**src/rtl/csr_access_ctrl_if.sv**
```systemverilog
// csr_access_ctrl_if: bundles the execute-stage request/response signals and the
// csr_unit bus used by csr_access_ctrl.
//   Request  : start, funct3, csr_addr, rs1_data, zimm, rs1_is_x0, cur_priv
//   Response : busy, done, rd_data, illegal
//   CSR bus  : csr_i_imm, csr_wr, csr_din (to csr_unit), csr_dout (from csr_unit)
// modport master : the access controller (drives busy/done/rd_data/illegal and the CSR bus)
// modport slave  : the environment (execute stage plus csr_unit)
interface csr_access_ctrl_if #(
  parameter int unsigned XLEN   = 32,
  parameter int unsigned ADDR_W = 12
);
  logic              start;
  logic [2:0]        funct3;
  logic [ADDR_W-1:0] csr_addr;
  logic [XLEN-1:0]   rs1_data;
  logic [4:0]        zimm;
  logic              rs1_is_x0;
  logic [1:0]        cur_priv;
  logic              busy;
  logic              done;
  logic [XLEN-1:0]   rd_data;
  logic              illegal;
  logic [ADDR_W-1:0] csr_i_imm;
  logic              csr_wr;
  logic [XLEN-1:0]   csr_din;
  logic [XLEN-1:0]   csr_dout;

  modport master (
    input  start, funct3, csr_addr, rs1_data, zimm, rs1_is_x0, cur_priv, csr_dout,
    output busy, done, rd_data, illegal, csr_i_imm, csr_wr, csr_din
  );

  modport slave (
    output start, funct3, csr_addr, rs1_data, zimm, rs1_is_x0, cur_priv, csr_dout,
    input  busy, done, rd_data, illegal, csr_i_imm, csr_wr, csr_din
  );
endinterface

```
**src/rtl/csr_access_ctrl.sv**
```systemverilog
// csr_access_ctrl: core-side initiator for Zicsr instructions. Latches one decoded
// CSR instruction and runs a fixed read -> modify -> write -> done sequence against
// csr_unit, returning the old CSR value and flagging illegal accesses.
// Ports:
//   clk_i  : system clock
//   rst_i  : synchronous, active-high reset
//   bus    : csr_access_ctrl_if.master (request, response and csr_unit bus)
// Latency: start accepted in cycle N -> csr_wr in N+2 -> done in N+3.
// Configuration macro CSR_PRIV_CHECK_EN: when defined, privilege and read-only
// checks raise illegal; when undefined only funct3[1:0]==00 is illegal.
module csr_access_ctrl #(
  parameter int unsigned XLEN   = 32,
  parameter int unsigned ADDR_W = 12
) (
  input  logic              clk_i,
  input  logic              rst_i,
  csr_access_ctrl_if.master bus
);

  typedef enum logic [1:0] {StIdle, StRead, StWrite, StDone} state_e;

  state_e            state_q, state_d;
  logic [2:0]        funct3_q, funct3_d;
  logic [ADDR_W-1:0] addr_q, addr_d;
  logic [XLEN-1:0]   src_q, src_d;
  logic [XLEN-1:0]   old_q, old_d;
  logic              wr_intent_q, wr_intent_d;
  logic              illegal_q, illegal_d;
  logic              illegal_eval;
  logic [XLEN-1:0]   src_in;
  logic              wr_intent_in;

  // Immediate forms take the zero-extended zimm field as the source operand.
  assign src_in = bus.funct3[2] ? {{(XLEN-5){1'b0}}, bus.zimm} : bus.rs1_data;

  // RW forms always write; set/clear forms write only with a nonzero source field.
  assign wr_intent_in = (bus.funct3[1:0] == 2'b01) ||
                        (bus.funct3[2] ? (bus.zimm != 5'd0) : !bus.rs1_is_x0);

`ifdef CSR_PRIV_CHECK_EN
  logic [1:0] priv_q, priv_d;

  assign priv_d = (state_q == StIdle && bus.start) ? bus.cur_priv : priv_q;

  always_ff @(posedge clk_i) begin
    if (rst_i) begin
      priv_q <= 2'b00;
    end else begin
      priv_q <= priv_d;
    end
  end

  // addr[9:8] encodes the lowest privilege allowed; addr[11:10]==11 is read-only.
  assign illegal_eval = (funct3_q[1:0] == 2'b00) ||
                        (addr_q[9:8] > priv_q) ||
                        ((addr_q[11:10] == 2'b11) && wr_intent_q);
`else
  logic unused_cur_priv;
  assign unused_cur_priv = ^bus.cur_priv;
  assign illegal_eval    = (funct3_q[1:0] == 2'b00);
`endif

  always_ff @(posedge clk_i) begin
    if (rst_i) begin
      state_q     <= StIdle;
      funct3_q    <= 3'b000;
      addr_q      <= '0;
      src_q       <= '0;
      old_q       <= '0;
      wr_intent_q <= 1'b0;
      illegal_q   <= 1'b0;
    end else begin
      state_q     <= state_d;
      funct3_q    <= funct3_d;
      addr_q      <= addr_d;
      src_q       <= src_d;
      old_q       <= old_d;
      wr_intent_q <= wr_intent_d;
      illegal_q   <= illegal_d;
    end
  end

  // The address register doubles as the csr_unit address, so it stays stable
  // through READ and WRITE.
  assign bus.csr_i_imm = addr_q;

  always_comb begin
    state_d     = state_q;
    funct3_d    = funct3_q;
    addr_d      = addr_q;
    src_d       = src_q;
    old_d       = old_q;
    wr_intent_d = wr_intent_q;
    illegal_d   = illegal_q;
    bus.busy    = 1'b0;
    bus.done    = 1'b0;
    bus.rd_data = '0;
    bus.illegal = 1'b0;
    bus.csr_wr  = 1'b0;
    bus.csr_din = '0;

    unique case (state_q)
      StIdle: begin
        if (bus.start) begin
          funct3_d    = bus.funct3;
          addr_d      = bus.csr_addr;
          src_d       = src_in;
          wr_intent_d = wr_intent_in;
          state_d     = StRead;
        end
      end
      StRead: begin
        bus.busy  = 1'b1;
        old_d     = bus.csr_dout;
        illegal_d = illegal_eval;
        state_d   = StWrite;
      end
      StWrite: begin
        bus.busy   = 1'b1;
        bus.csr_wr = wr_intent_q && !illegal_q;
        case (funct3_q[1:0])
          2'b01:   bus.csr_din = src_q;
          2'b10:   bus.csr_din = old_q | src_q;
          2'b11:   bus.csr_din = old_q & ~src_q;
          default: bus.csr_din = '0;
        endcase
        state_d = StDone;
      end
      StDone: begin
        bus.busy    = 1'b1;
        bus.done    = 1'b1;
        bus.rd_data = illegal_q ? '0 : old_q;
        bus.illegal = illegal_q;
        state_d     = StIdle;
      end
      default: state_d = StIdle;
    endcase
  end

endmodule

```
**src/flat_wrapper.sv**
```systemverilog
// flat-port wrapper written by rule: the top's interface ports become plain ports
module csr_access_ctrl_flat 
#(
  parameter int unsigned XLEN   = 32,
  parameter int unsigned ADDR_W = 12
)
  (clk_i, rst_i, bus_start, bus_funct3, bus_csr_addr, bus_rs1_data, bus_zimm, bus_rs1_is_x0, bus_cur_priv, bus_csr_dout, bus_busy, bus_done, bus_rd_data, bus_illegal, bus_csr_i_imm, bus_csr_wr, bus_csr_din);
  csr_access_ctrl_if #(.XLEN(XLEN), .ADDR_W(ADDR_W)) bus_i ();
  input  logic clk_i;
  input  logic rst_i;
  input wire logic [$bits(bus_i.start)-1:0] bus_start;
  input wire logic [$bits(bus_i.funct3)-1:0] bus_funct3;
  input wire logic [$bits(bus_i.csr_addr)-1:0] bus_csr_addr;
  input wire logic [$bits(bus_i.rs1_data)-1:0] bus_rs1_data;
  input wire logic [$bits(bus_i.zimm)-1:0] bus_zimm;
  input wire logic [$bits(bus_i.rs1_is_x0)-1:0] bus_rs1_is_x0;
  input wire logic [$bits(bus_i.cur_priv)-1:0] bus_cur_priv;
  input wire logic [$bits(bus_i.csr_dout)-1:0] bus_csr_dout;
  output wire logic [$bits(bus_i.busy)-1:0] bus_busy;
  output wire logic [$bits(bus_i.done)-1:0] bus_done;
  output wire logic [$bits(bus_i.rd_data)-1:0] bus_rd_data;
  output wire logic [$bits(bus_i.illegal)-1:0] bus_illegal;
  output wire logic [$bits(bus_i.csr_i_imm)-1:0] bus_csr_i_imm;
  output wire logic [$bits(bus_i.csr_wr)-1:0] bus_csr_wr;
  output wire logic [$bits(bus_i.csr_din)-1:0] bus_csr_din;
  assign bus_i.start = bus_start;
  assign bus_i.funct3 = bus_funct3;
  assign bus_i.csr_addr = bus_csr_addr;
  assign bus_i.rs1_data = bus_rs1_data;
  assign bus_i.zimm = bus_zimm;
  assign bus_i.rs1_is_x0 = bus_rs1_is_x0;
  assign bus_i.cur_priv = bus_cur_priv;
  assign bus_i.csr_dout = bus_csr_dout;
  assign bus_busy = bus_i.busy;
  assign bus_done = bus_i.done;
  assign bus_rd_data = bus_i.rd_data;
  assign bus_illegal = bus_i.illegal;
  assign bus_csr_i_imm = bus_i.csr_i_imm;
  assign bus_csr_wr = bus_i.csr_wr;
  assign bus_csr_din = bus_i.csr_din;
  csr_access_ctrl #(.XLEN(XLEN), .ADDR_W(ADDR_W)) u_core (.clk_i(clk_i), .rst_i(rst_i), .bus(bus_i));
endmodule
```
**config.mk**
```make
export PLATFORM = sky130hd
export DESIGN_NAME = csr_access_ctrl_flat
export DESIGN_NICKNAME = d
export VERILOG_FILES = /design/src/rtl/csr_access_ctrl_if.sv /design/src/rtl/csr_access_ctrl.sv /design/src/flat_wrapper.sv
export SDC_FILE = /design/constraint.sdc
export NUM_CORES = 1
export LEC_CHECK = 0
export ABC_AREA = 1
export BUFFER_PORTS_ARGS = -buffer_cell sky130_fd_sc_hd__buf_2
export CORE_ASPECT_RATIO = 0.75
export CORE_UTILIZATION = 45
export CTS_CLUSTER_SIZE = 14
export DETAILED_ROUTE_END_ITERATION = 6
export PLACE_DENSITY = 0.86
export SYNTH_ARGS = -nofsm -noshare
export SYNTH_HDL_FRONTEND = slang
export SYNTH_SLANG_ARGS = --single-unit
```
**constraint.sdc**
```tcl
create_clock -name clk_i -period 3.2 [get_ports clk_i]
set_input_delay 0.64 -clock clk_i [delete_from_list [all_inputs] [get_ports clk_i]]
set_output_delay 0.64 -clock clk_i [all_outputs]
set_load 0.02 [all_outputs]
```
======== After elaboration in Yosys (flattened, before gate mapping) ========
Cells that the tools add are included.
word-level totals
  register bits ........................... 82
  bits of input ports ..................... 90
operators by class
  eq/ne operators ......................... 8
  muxes and demuxes ....................... 12
  bitwise operators ....................... 3
  reductions and logical operators ........ 9
operators by type and width
  cell                count
  $mux 32             4
  $pmux 32 s3         1
  $and 32x32->32      1
  $not 32->32         1
  $or 32x32->32       1
  $eq 2x2->1 const B  4
  $pmux 2 s4          1
  $eq 2x1->1 const B  3
  $mux 1              5
  $reduce_bool 5->1   1
  $logic_not 2->1     2
  $reduce_or 3->1     1
  $logic_not 1->1     2
  $mux 2              1
  $ne 2x2->1 const B  1
  $reduce_and 2->1    1
  $logic_and 1x1->1   1
  $logic_or 1x1->1    1

======== Logic depth before layout (Yosys ltp) ========
Gate-level depths: netlist of run 1.
  depth in word-level cells ............... 4
  depth in mapped cells ................... 8
  depth with buffers taken out ............ 7

======== Least setup slack after synthesis of run 1 ========
No wires, ideal clock.
  kind .................................... register to output
  start ................................... reg u_core.state_q[0]
  end ..................................... out bus_rd_data[10]
  arrival ................................. 1374 ps
  required time ........................... 2560 ps
  setup slack ............................. 1186 ps
  cell stages (with the launch flop) ...... 6
  path buffers ............................ 2
  cell sequence ........................... dfxtp_1 -> ha_1 -> clkbuf_1 -> buf_2 -> nand2_1 -> nor2_1
on the way
  word-level cells in the longest chain between the ends .. 2
RTL lines
  element                 line                    text
  from (decl)             csr_access_ctrl.sv:22   state_e state_q, state_d;
  from (signal assigned)  csr_access_ctrl.sv:65   state_q <= StIdle;
  from (signal assigned)  csr_access_ctrl.sv:73   state_q <= state_d;
  $eq 2x2->1              csr_access_ctrl.sv:102  unique case (state_q)
  $mux 32                 csr_access_ctrl.sv:102
  to (decl)               flat_wrapper.sv:21      output wire logic [$bits(bus_i.rd_data)-1:0] bus_rd_data;
Every way passes these cells.

======== Worst setup path in the final report of run 1 ========
  start ................................... reg u_core.funct3_q[1]
  end ..................................... out bus_csr_din[9]
on the way
  word-level cells in the longest chain between the ends .. 3
RTL lines
  element                                          line                    text
  from (decl)                                      csr_access_ctrl.sv:23   logic [2:0] funct3_q, funct3_d;
  from (signal assigned)                           csr_access_ctrl.sv:74   funct3_q <= funct3_d;
  $eq 2x2->1 / $eq 2x1->1 (equally long branches)  csr_access_ctrl.sv:121  case (funct3_q[1:0])
  $pmux 32 s3 (*)                                  csr_access_ctrl.sv:121
  $mux 32 (*)                                      csr_access_ctrl.sv:102
  to (decl)                                        flat_wrapper.sv:25      output wire logic [$bits(bus_i.csr_din)-1:0] bus_csr_din;
Every way passes the cells marked *; elsewhere a longest branch is shown, timed or not.

==> results.py, run 1 <==
metrics = {
    "global_routing": {
        "overflow": 0,
        "grt_usage": 0.2398,
        "antenna_found_initial": 0,
        "grt_pass1_vias": 3937,
        "grt_max_degree": 74,
        "grt_pass1_wl_um": 18470,
    },
    "hold_path": {
        "worstHoldPathCells": 2,
        "hp-start": "u_core.bus.csr_i_imm[3]",
        "hold-path-endpoint": "u_core.bus.csr_i_imm[3]",
        "holdCritPathClass": "register to register",
    },
    "route": {
        "dr_total_vias": 4503,
        "drt_iter0_markers": 334,
        "drcViolationCount": 0,
        "drtAntennaViolNets": 0,
        "dr.pass1.iters": 5,
        "wl_per_cell_um": 12.66,
        "routed_via_density": 5.009,
        "routed_wl_um": 11380,
    },
    "floorplan": {
        "num_io_pins": 170,
        "rows": 29,
        "core_um2": 8672,
        "start_util": 0.4771,
        "fp.dieArea_um2": 9587,
        "dieWidth_um": 112.7,
        "die_h_um": 85.05,
    },
    "setup_path": {
        "r2r_cells": 7,
        "end_kind": "output pin",
        "crit_path_start_kind": "register",
        "crit_path_max_fanout": 32,
        "rrSetupSlack_ns": 1.18,
        "cp.required_ns": 2.56,
        "arrival_ns": 1.96,
        "reg2reg_from": "u_core.state_q[0]",
        "crit_path_cell_trace": "buf_4 > nand2_2 > nor2_1 > nor3_1 > buf_2",
        "worstSetupPathType": "register to output pin",
        "max_stage_delay_ns": 0.54,
        "r2r_end": "u_core.src_q[2]",
        "crit_slowest_cell": "nand2_2",
    },
    "synthesis": {
        "synth_most_common_cell": "nor2_1",
        "yosysWarnings": 0,
        "syn_area_um2": 4138,
        "synth_seq_cells": 82,
        "synthTopCellsByArea": "dfxtp_1, nor2_1, nand2_1",
        "syn_area_per_cell_um2": 6.425,
        "yosys.cell_types.count": 22,
        "yosys.area.top_type_share": 0.3967,
        "synthFlopType": "dfxtp_1",
        "syn_nets": 739,
        "synth_cells": 644,
        "synth_common_cells": "nor2_1, nand2_1, dfxtp_1",
        "synth_edf_count": 0,
        "yosysTopAreaCell": "dfxtp_1",
        "ys_seq_area_frac": 0.3967,
        "synthArstFlopShare": 0,
    },
    "sta": {
        "grt_setup_unrepaired": "false",
        "setup-violations-final": 0,
        "worst_slack_ns": 0.6002,
        "fin_skew_ns": 0.006340,
        "hold_viol": 0,
        "tns_ns": 0,
        "clock.fmax_mhz": 384.6,
        "post-route-min-period_ns": 2.600,
        "maxSlewHeadroom": 0.4192,
        "report.final.slew_viol_count": 0,
        "worst_pin_slew_ns": 0.8703,
        "fin_crit_sh": 0.8124,
    },
    "clock_network": {
        "ctsResizeCount": 0,
        "ctsHtreeMaxLevel": 3,
        "clk-insertion-delay-late_ns": 0.32,
        "cts_setup_buffers": 0,
        "path_clk_slew_ns": 0.06,
        "cts_tree": "done",
        "holdBufCountCts": 0,
        "clock_sinks": 82,
        "cts_buffer_depth": 2,
        "cts_made_buffers": 9,
        "cts_root_buf": "clkbuf_16",
    },
    "placed_design": {
        "dp_hpwl_um": 7704,
        "pre_cts_slack_ns": 0.9576,
        "globalplace.congestion": 0.8033,
        "io_buffer_count": 167,
        "postPlaceCellArea_um2": 4897,
    },
    "power": {
        "ir_worst_vdd_mv": 0.4922,
        "p_per_area_nw_per_um2": 803.1,
        "p_leak_nw": 2.628,
    },
    "flow_run": {
        "cap_viol_max_count": 0,
    },
    "layout": {
        "syn2layout_area_growth_pct": 26.10,
        "register_area_um2": 1642,
        "fillCellCount": 866,
        "multi_input_area_um2": 2023,
        "drive_gt1_frac": 0.2554,
        "antennaDiodeCount": 0,
        "final_area_um2": 5218,
        "nets": 881,
    },
    "run_status": {
        "status": "finished clean",
    },
}
-- area by class of cell --
class,instances,area share
clock buffers,10,0.04389
clock inverters,6,0.01751
inverters,49,0.03573
multi-input cells,467,0.3878
flip-flops and latches,82,0.3146
well taps,108,0.02590
repair buffers,177,0.1746
-- worst max path at each step --
stage                             from               to  slack, ns
floorplan            u_core.state_q[0]  bus_rd_data[10]       1.19
global placement    u_core.funct3_q[1]  bus_csr_din[11]       0.96
detailed placement  u_core.funct3_q[1]  bus_csr_din[10]       0.96
CTS                 u_core.funct3_q[1]  bus_csr_din[10]       0.60
global route        u_core.funct3_q[1]  bus_csr_din[10]       0.44
finish              u_core.funct3_q[1]   bus_csr_din[9]       0.60
-- state kept, by name, indices dropped and copies added (netlist names) --
name and cells:
u_core.illegal_q 1, u_core.state_q 2, u_core.bus.csr_i_imm 12, u_core.src_q 32, u_core.old_q 32, u_core.wr_intent_q 1
u_core.funct3_q 2
-- per-stage QoR --
stage	utilization	instances	hold WS (ns)	total power [mW]
after floorplan	-	644	0.4835	2.732
after global placement	0.5647	883	0.4559	3.066
after detailed placement	0.5647	883	0.4659	3.110
after CTS	0.6016	899	0.4804	4.204
after global routing	0.6016	899	0.5177	4.504
final	0.6016	899	0.4757	4.190
-- logic make-up (layout without fill, tap and decap cells) --
| family | after synthesis | count (layout) | share of synthesized area |
|---|---|---|---|
| AND/OR/NAND/NOR | 349 | 349 | 0.3372 |
| flip-flops | 82 | 82 | 0.3967 |
| buffers and inverters | 95 | 242 | 0.1143 |
| AO/OA/AOI/OAI | 113 | 113 | 0.1367 |
| adder cells (fa/ha/maj) | 5 | 5 | 0.01512 |
-- critical path, delay by kind of cell (launching register included) --
family        cells  cell delay [ns]
buf+inv           2             0.41
flops             1             0.31
simple gates      3             0.91
-- per-layer routing --
metal	global-route usage	wire [µm]	vias up
li1	-	-	2296
met1	0.3181	5319	2003
met2	0.3996	5040	196
met3	0.05643	938	8
met4	0.04848	82	0
met5	0	0	-
-- power by group --
group	switching [mW]	internal (mW)
clock	0.402	0.685
combinational	0.968	0.478
sequential	0.275	1.38
-- cell usage in the layout, fill, tap and decap left out --
master / n
clkinv_4: 1
nor3_2: 3
clkbuf_1: 1
buf_2: 167
clkbuf_16: 9
inv_2: 1
or2_4: 1
dfxtp_1: 82
o21ai_0: 66
nand3_1: 7
bufinv_16: 2
o21ai_1: 9
nor3_1: 30
inv_4: 1
a21oi_1: 38
nand2_4: 1
nor2_1: 194
nand2_2: 2
or2_2: 1
nand2_1: 110
ha_1: 5
clkinvlp_4: 3
inv_1: 47
buf_4: 10
Power figures use the tool's default switching activity.
==> inputs of run 2 (changes only) <==
clock period = 2.7 ns   (was 3.2 ns; I/O delays follow)
==> run 2 against run 1 <==
  * Non-clock buffer count rose by 3
  * Global-route usage increased by 0.50 points
  * Routed wire length is 1.0% higher
  * Worst setup slack worse by 0.27 ns
  * Combinational power grew 19%
  * First-iteration DRC count decreased by 9.9%
  * Die area unchanged
  * Cell count rose by 0.33%
  * Clock skew is 0.0014 ns lower
  * Cell area barely moved
  * Critical path depth unchanged
  * Critical endpoint is now bus_csr_din[11]
  * Largest cell class unchanged
  * Highest routed layer unchanged
==> results.py, run 2 (synthesis gave the netlist of run 1 again) <==
metrics = {
    "layout": {
        "nets": 884,
        "antennaDiodeCount": 0,
        "final_common_cell": "nor2_1",
        "syn2layout_area_growth_pct": 26.13,
        "final_cell_mix": "nor2_1, buf_2, nand2_1",
        "drive_gt1_frac": 0.2557,
        "final_area_um2": 5219,
        "instances_no_fill": 902,
    },
    "global_routing": {
        "grt_use_met3": 0.06286,
        "grt_usage": 0.2448,
        "grt_max_degree": 69,
        "use_met1": 0.3207,
        "groute.layer.met2.usage": 0.4024,
        "grt_pass1_vias": 3934,
        "busiest_layer": "met2",
        "overflow": 0,
        "antenna_found_initial": 0,
        "grt_pass1_wl_um": 18600,
    },
    "setup_path": {
        "rrSetupSlack_ns": 0.70,
        "arrival_ns": 1.83,
        "crit_path_max_fanout": 32,
        "crit_path_start_kind": "register",
        "end_kind": "output pin",
        "cp.required_ns": 2.16,
        "worstSetupPathType": "register to output pin",
    },
    "floorplan": {
        "core_um2": 8672,
        "rows": 29,
        "num_io_pins": 170,
        "dieWidth_um": 112.7,
        "die_h_um": 85.05,
        "fp.dieArea_um2": 9587,
        "start_util": 0.4771,
    },
    "clock_network": {
        "clock_sinks": 82,
        "cts_root_buf": "clkbuf_16",
        "path_clk_slew_ns": 0.06,
        "cts_tree": "done",
        "ctsHtreeMaxLevel": 3,
        "ctsResizeCount": 0,
        "cts_buffer_depth": 2,
        "cts_made_buffers": 9,
        "cts_setup_buffers": 0,
        "clk-insertion-delay-late_ns": 0.33,
        "holdBufCountCts": 0,
    },
    "sta": {
        "fin_skew_ns": 0.004980,
        "maxSlewHeadroom": 0.5916,
        "report.final.slew_viol_count": 0,
        "grt_setup_unrepaired": "false",
        "hold_viol": 0,
        "setup-violations-final": 0,
        "worst_pin_slew_ns": 0.6126,
        "tns_ns": 0,
        "post-route-min-period_ns": 2.366,
        "clock.fmax_mhz": 422.6,
        "hold-worst-slack_ns": 0.4293,
        "fin_crit_sh": 0.8765,
    },
    "route": {
        "wl_per_cell_um": 12.74,
        "drtAntennaViolNets": 0,
        "drcViolationCount": 0,
        "dr.pass1.iters": 5,
        "dr_total_vias": 4445,
        "routed_wl_um": 11500,
        "drt_iter0_markers": 301,
        "routed_via_density": 4.928,
    },
    "power": {
        "clkPwrFrac": 0.249,
        "p_int_mw": 2.978,
        "power_frac_comb": 0.351,
        "p_leak_nw": 2.643,
        "ir_worst_vdd_mv": 0.5095,
        "power_switching_mw": 1.925,
        "p_per_area_nw_per_um2": 939.5,
        "seqPwrFrac": 0.400,
        "switching_share": 0.3926,
    },
    "placed_design": {
        "postPlaceCellArea_um2": 4920,
        "dp_hpwl_um": 7761,
        "globalplace.congestion": 0.8077,
        "numPlacedInstances": 886,
        "io_buffer_count": 167,
    },
    "run_status": {
        "status": "finished clean",
    },
    "hold_path": {
        "holdCritPathClass": "input pin to register",
    },
    "flow_run": {
        "cap_viol_max_count": 0,
    },
}
[run 2: changes by cell type in the layout (fill, tap and decap cells not counted), sizes merged]
cell / change
clkinvlp: -3
buf: +3
clkbuf: +4
bufinv: -1
[run 2: final timing paths]
path	from	to	cells after the start
hold / removal	bus_csr_dout[5]	u_core.old_q[5]	3
setup / recovery	u_core.state_q[0]	bus_csr_din[11]	5
setup reg to reg	u_core.state_q[0]	u_core.bus.csr_i_imm[10]	7
hold reg to reg	u_core.bus.csr_i_imm[2]	u_core.bus.csr_i_imm[2]	2
[run 2: power by group through the flow]
| stage | Clock (mW) | Sequential (mW) | Combinational, mW |
|---|---|---|---|
| final | 1.22 | 1.96 | 1.72 |
| after global routing | 1.30 | 2.01 | 1.96 |
| after CTS | 1.24 | 1.95 | 1.73 |
| after detailed placement | 0 | 1.97 | 1.72 |
| after global placement | 0 | 1.96 | 1.68 |
| after floorplan | 0 | 1.94 | 1.30 |
[run 2: final cells by class]
type                    count  area [µm²]
clock buffers              14       264.0
clock inverters             2       35.03
fillers                   840        3453
inverters                  49       186.4
multi-input cells         467        2023
flip-flops and latches     82        1642
well taps                 108       135.1
repair buffers            180       933.4
[run 2: worst max-delay path, stage by stage, from the launching register on]
cell     delay [ns]
dfxtp_1        0.34
inv_1          0.11
ha_1           0.25
nand2_4        0.26
nor3_1         0.31
buf_2          0.23
[run 2: through the flow]
stage / utilization / total power, mW / setup slack [ns]
6_report: 0.6018 / 4.903 / 0.3335
4_1_cts: 0.6018 / 4.921 / 0.3139
3_5_place_dp: 0.5673 / 3.691 / 0.6816
5_1_grt: 0.6018 / 5.274 / 0.2282
2_1_floorplan: - / 3.238 / 0.7862
3_3_place_gp: 0.5673 / 3.639 / 0.7059
[run 2: layer usage]
metal | up-vias | part of all wire
met5 | - | 0
met2 | 162 | 0.44
met1 | 1975 | 0.48
met4 | 0 | 0.0066
li1 | 2301 | -
met3 | 7 | 0.074
==> inputs of run 3 (changes only) <==
CORE_ASPECT_RATIO = unset   (was 0.75)
==> run 3 against run 2 <==
  * The run now ends with design-rule violations left
  * Hold slack lost 0.019 ns
  * Clock skew grew 0.0027 ns
  * Routed wire length shrank 3.4%
  * Worst setup slack lost 0.046 ns
  * Cell area shrank 2.5%
  * Critical path type unchanged
==> results.py, run 3 (synthesis gave the netlist of run 1 again) <==
metrics = {
    "setup_path": {
        "end_kind": "output pin",
        "worstSetupPathType": "register to output pin",
        "arrival_ns": 1.87,
        "crit_path_max_fanout": 32,
        "cp.required_ns": 2.16,
        "crit_path_start_kind": "register",
    },
    "clock_network": {
        "path_clk_slew_ns": 0.09,
        "cts_setup_buffers": 0,
        "cts_buffer_depth": 2,
        "clk-insertion-delay-late_ns": 0.35,
        "cts_tree": "done",
        "cts_made_buffers": 9,
        "ctsResizeCount": 0,
        "cts_root_buf": "clkbuf_8",
        "ctsHtreeMaxLevel": 3,
        "holdBufCountCts": 0,
        "clock_sinks": 82,
    },
    "route": {
        "routed_wl_um": 11110,
        "dr.pass1.iters": 6,
        "wl_per_cell_um": 12.35,
        "drcViolationCount": 9,
        "routed_via_density": 4.874,
        "drt_iter0_markers": 252,
        "drtAntennaViolNets": 0,
        "dr_total_vias": 4382,
    },
    "power": {
        "finalPower_mw": 4.504,
        "power_switching_mw": 1.911,
        "seqPwrFrac": 0.432,
        "clkPwrFrac": 0.187,
        "ir_worst_vdd_mv": 0.5290,
        "p_per_area_nw_per_um2": 885.5,
        "switching_share": 0.4244,
        "p_int_mw": 2.593,
        "p_leak_nw": 2.575,
        "power_frac_comb": 0.381,
    },
    "layout": {
        "syn2layout_area_growth_pct": 22.92,
        "register_area_um2": 1642,
        "fillCellCount": 881,
        "drive_gt1_frac": 0.2566,
        "final_cell_mix": "nor2_1, buf_2, nand2_1",
        "instances_no_fill": 899,
        "multi_input_area_um2": 2023,
        "final_common_cell": "nor2_1",
        "antennaDiodeCount": 0,
        "nets": 881,
    },
    "global_routing": {
        "grt_usage": 0.2372,
        "grt_pass1_vias": 4130,
        "grt_max_degree": 67,
        "grt_pass1_wl_um": 18530,
        "overflow": 0,
        "antenna_found_initial": 0,
    },
    "floorplan": {
        "rows": 34,
        "start_util": 0.4699,
        "core_um2": 8806,
        "num_io_pins": 170,
        "die_h_um": 97.89,
        "dieWidth_um": 97.89,
        "fp.dieArea_um2": 9582,
    },
    "sta": {
        "report.final.slew_viol_count": 0,
        "maxSlewHeadroom": 0.5024,
        "hold_viol": 0,
        "hold-worst-slack_ns": 0.4099,
        "setup-violations-final": 0,
        "worst_pin_slew_ns": 0.7456,
        "grt_setup_unrepaired": "false",
        "fin_crit_sh": 0.8936,
        "fin_skew_ns": 0.007696,
        "clock.fmax_mhz": 414.4,
        "tns_ns": 0,
        "post-route-min-period_ns": 2.413,
    },
    "run_status": {
        "failed_checks": "design-rule violations",
        "status": "complete, but fails checks",
    },
    "placed_design": {
        "globalplace.congestion": 0.8222,
        "numPlacedInstances": 883,
        "dp_hpwl_um": 7511,
        "io_buffer_count": 167,
    },
    "flow_run": {
        "cap_viol_max_count": 0,
    },
    "hold_path": {
        "holdCritPathClass": "input pin to register",
    },
}
[run 3: changes by cell type in the layout (fill, tap and decap cells not counted), sizes merged]
cell	delta
buf	-3
bufinv	-1
clkbuf	-3
clkinv	+1
clkinvlp	+2
inv	+1
[run 3: power groups by stage]
stage | sequential [mW] | combinational, mW | clock [mW]
after global placement | 1.95 | 1.67 | 0
final | 1.95 | 1.71 | 0.844
after global routing | 2.01 | 1.96 | 0.916
after floorplan | 1.94 | 1.30 | 0
after detailed placement | 1.96 | 1.72 | 0
after CTS | 1.94 | 1.72 | 0.863
[run 3: cell type report]
cell class | count | share of cell area
clock inverters | 5 | 0.007380
multi-input cells | 467 | 0.3978
clock buffers | 11 | 0.02977
flip-flops and latches | 82 | 0.3228
repair buffers | 177 | 0.1791
inverters | 49 | 0.03665
well taps | 108 | 0.02657
[run 3: per-stage QoR]
step	setup WS (ns)	utilization	instance area [µm²]
after floorplan	0.7862	-	4138
after global placement	0.6735	0.5561	4897
after detailed placement	0.6618	0.5561	4897
after CTS	0.2785	0.5776	5086
after global routing	0.1395	0.5776	5086
final	0.2872	0.5776	5086
[run 3: worst max-delay path, stage by stage, from the launching register on]
cell and delay (ns):
dfxtp_1 0.37, buf_4 0.27, or2_4 0.18, nand2_4 0.21, nor3_1 0.27, buf_2 0.21
[run 3: metal layers]
metal | up-vias | wire [µm] | track usage
met5 | - | 0 | 0
met4 | 0 | 87 | 0.05828
met3 | 12 | 745 | 0.05870
met2 | 141 | 5190 | 0.4252
met1 | 1941 | 5083 | 0.2824
li1 | 2288 | - | -
[run 3: final timing paths]
check | startpoint | to | slack (ns) | cells after the start
setup reg to reg | u_core.state_q[0] | u_core.bus.csr_i_imm[11] | 0.68 | 7
hold / removal | bus_csr_dout[4] | u_core.old_q[4] | 0.41 | 3
setup / recovery | u_core.funct3_q[1] | bus_csr_din[13] | 0.29 | 5
hold reg to reg | u_core.bus.csr_i_imm[8] | u_core.bus.csr_i_imm[8] | 0.48 | 2
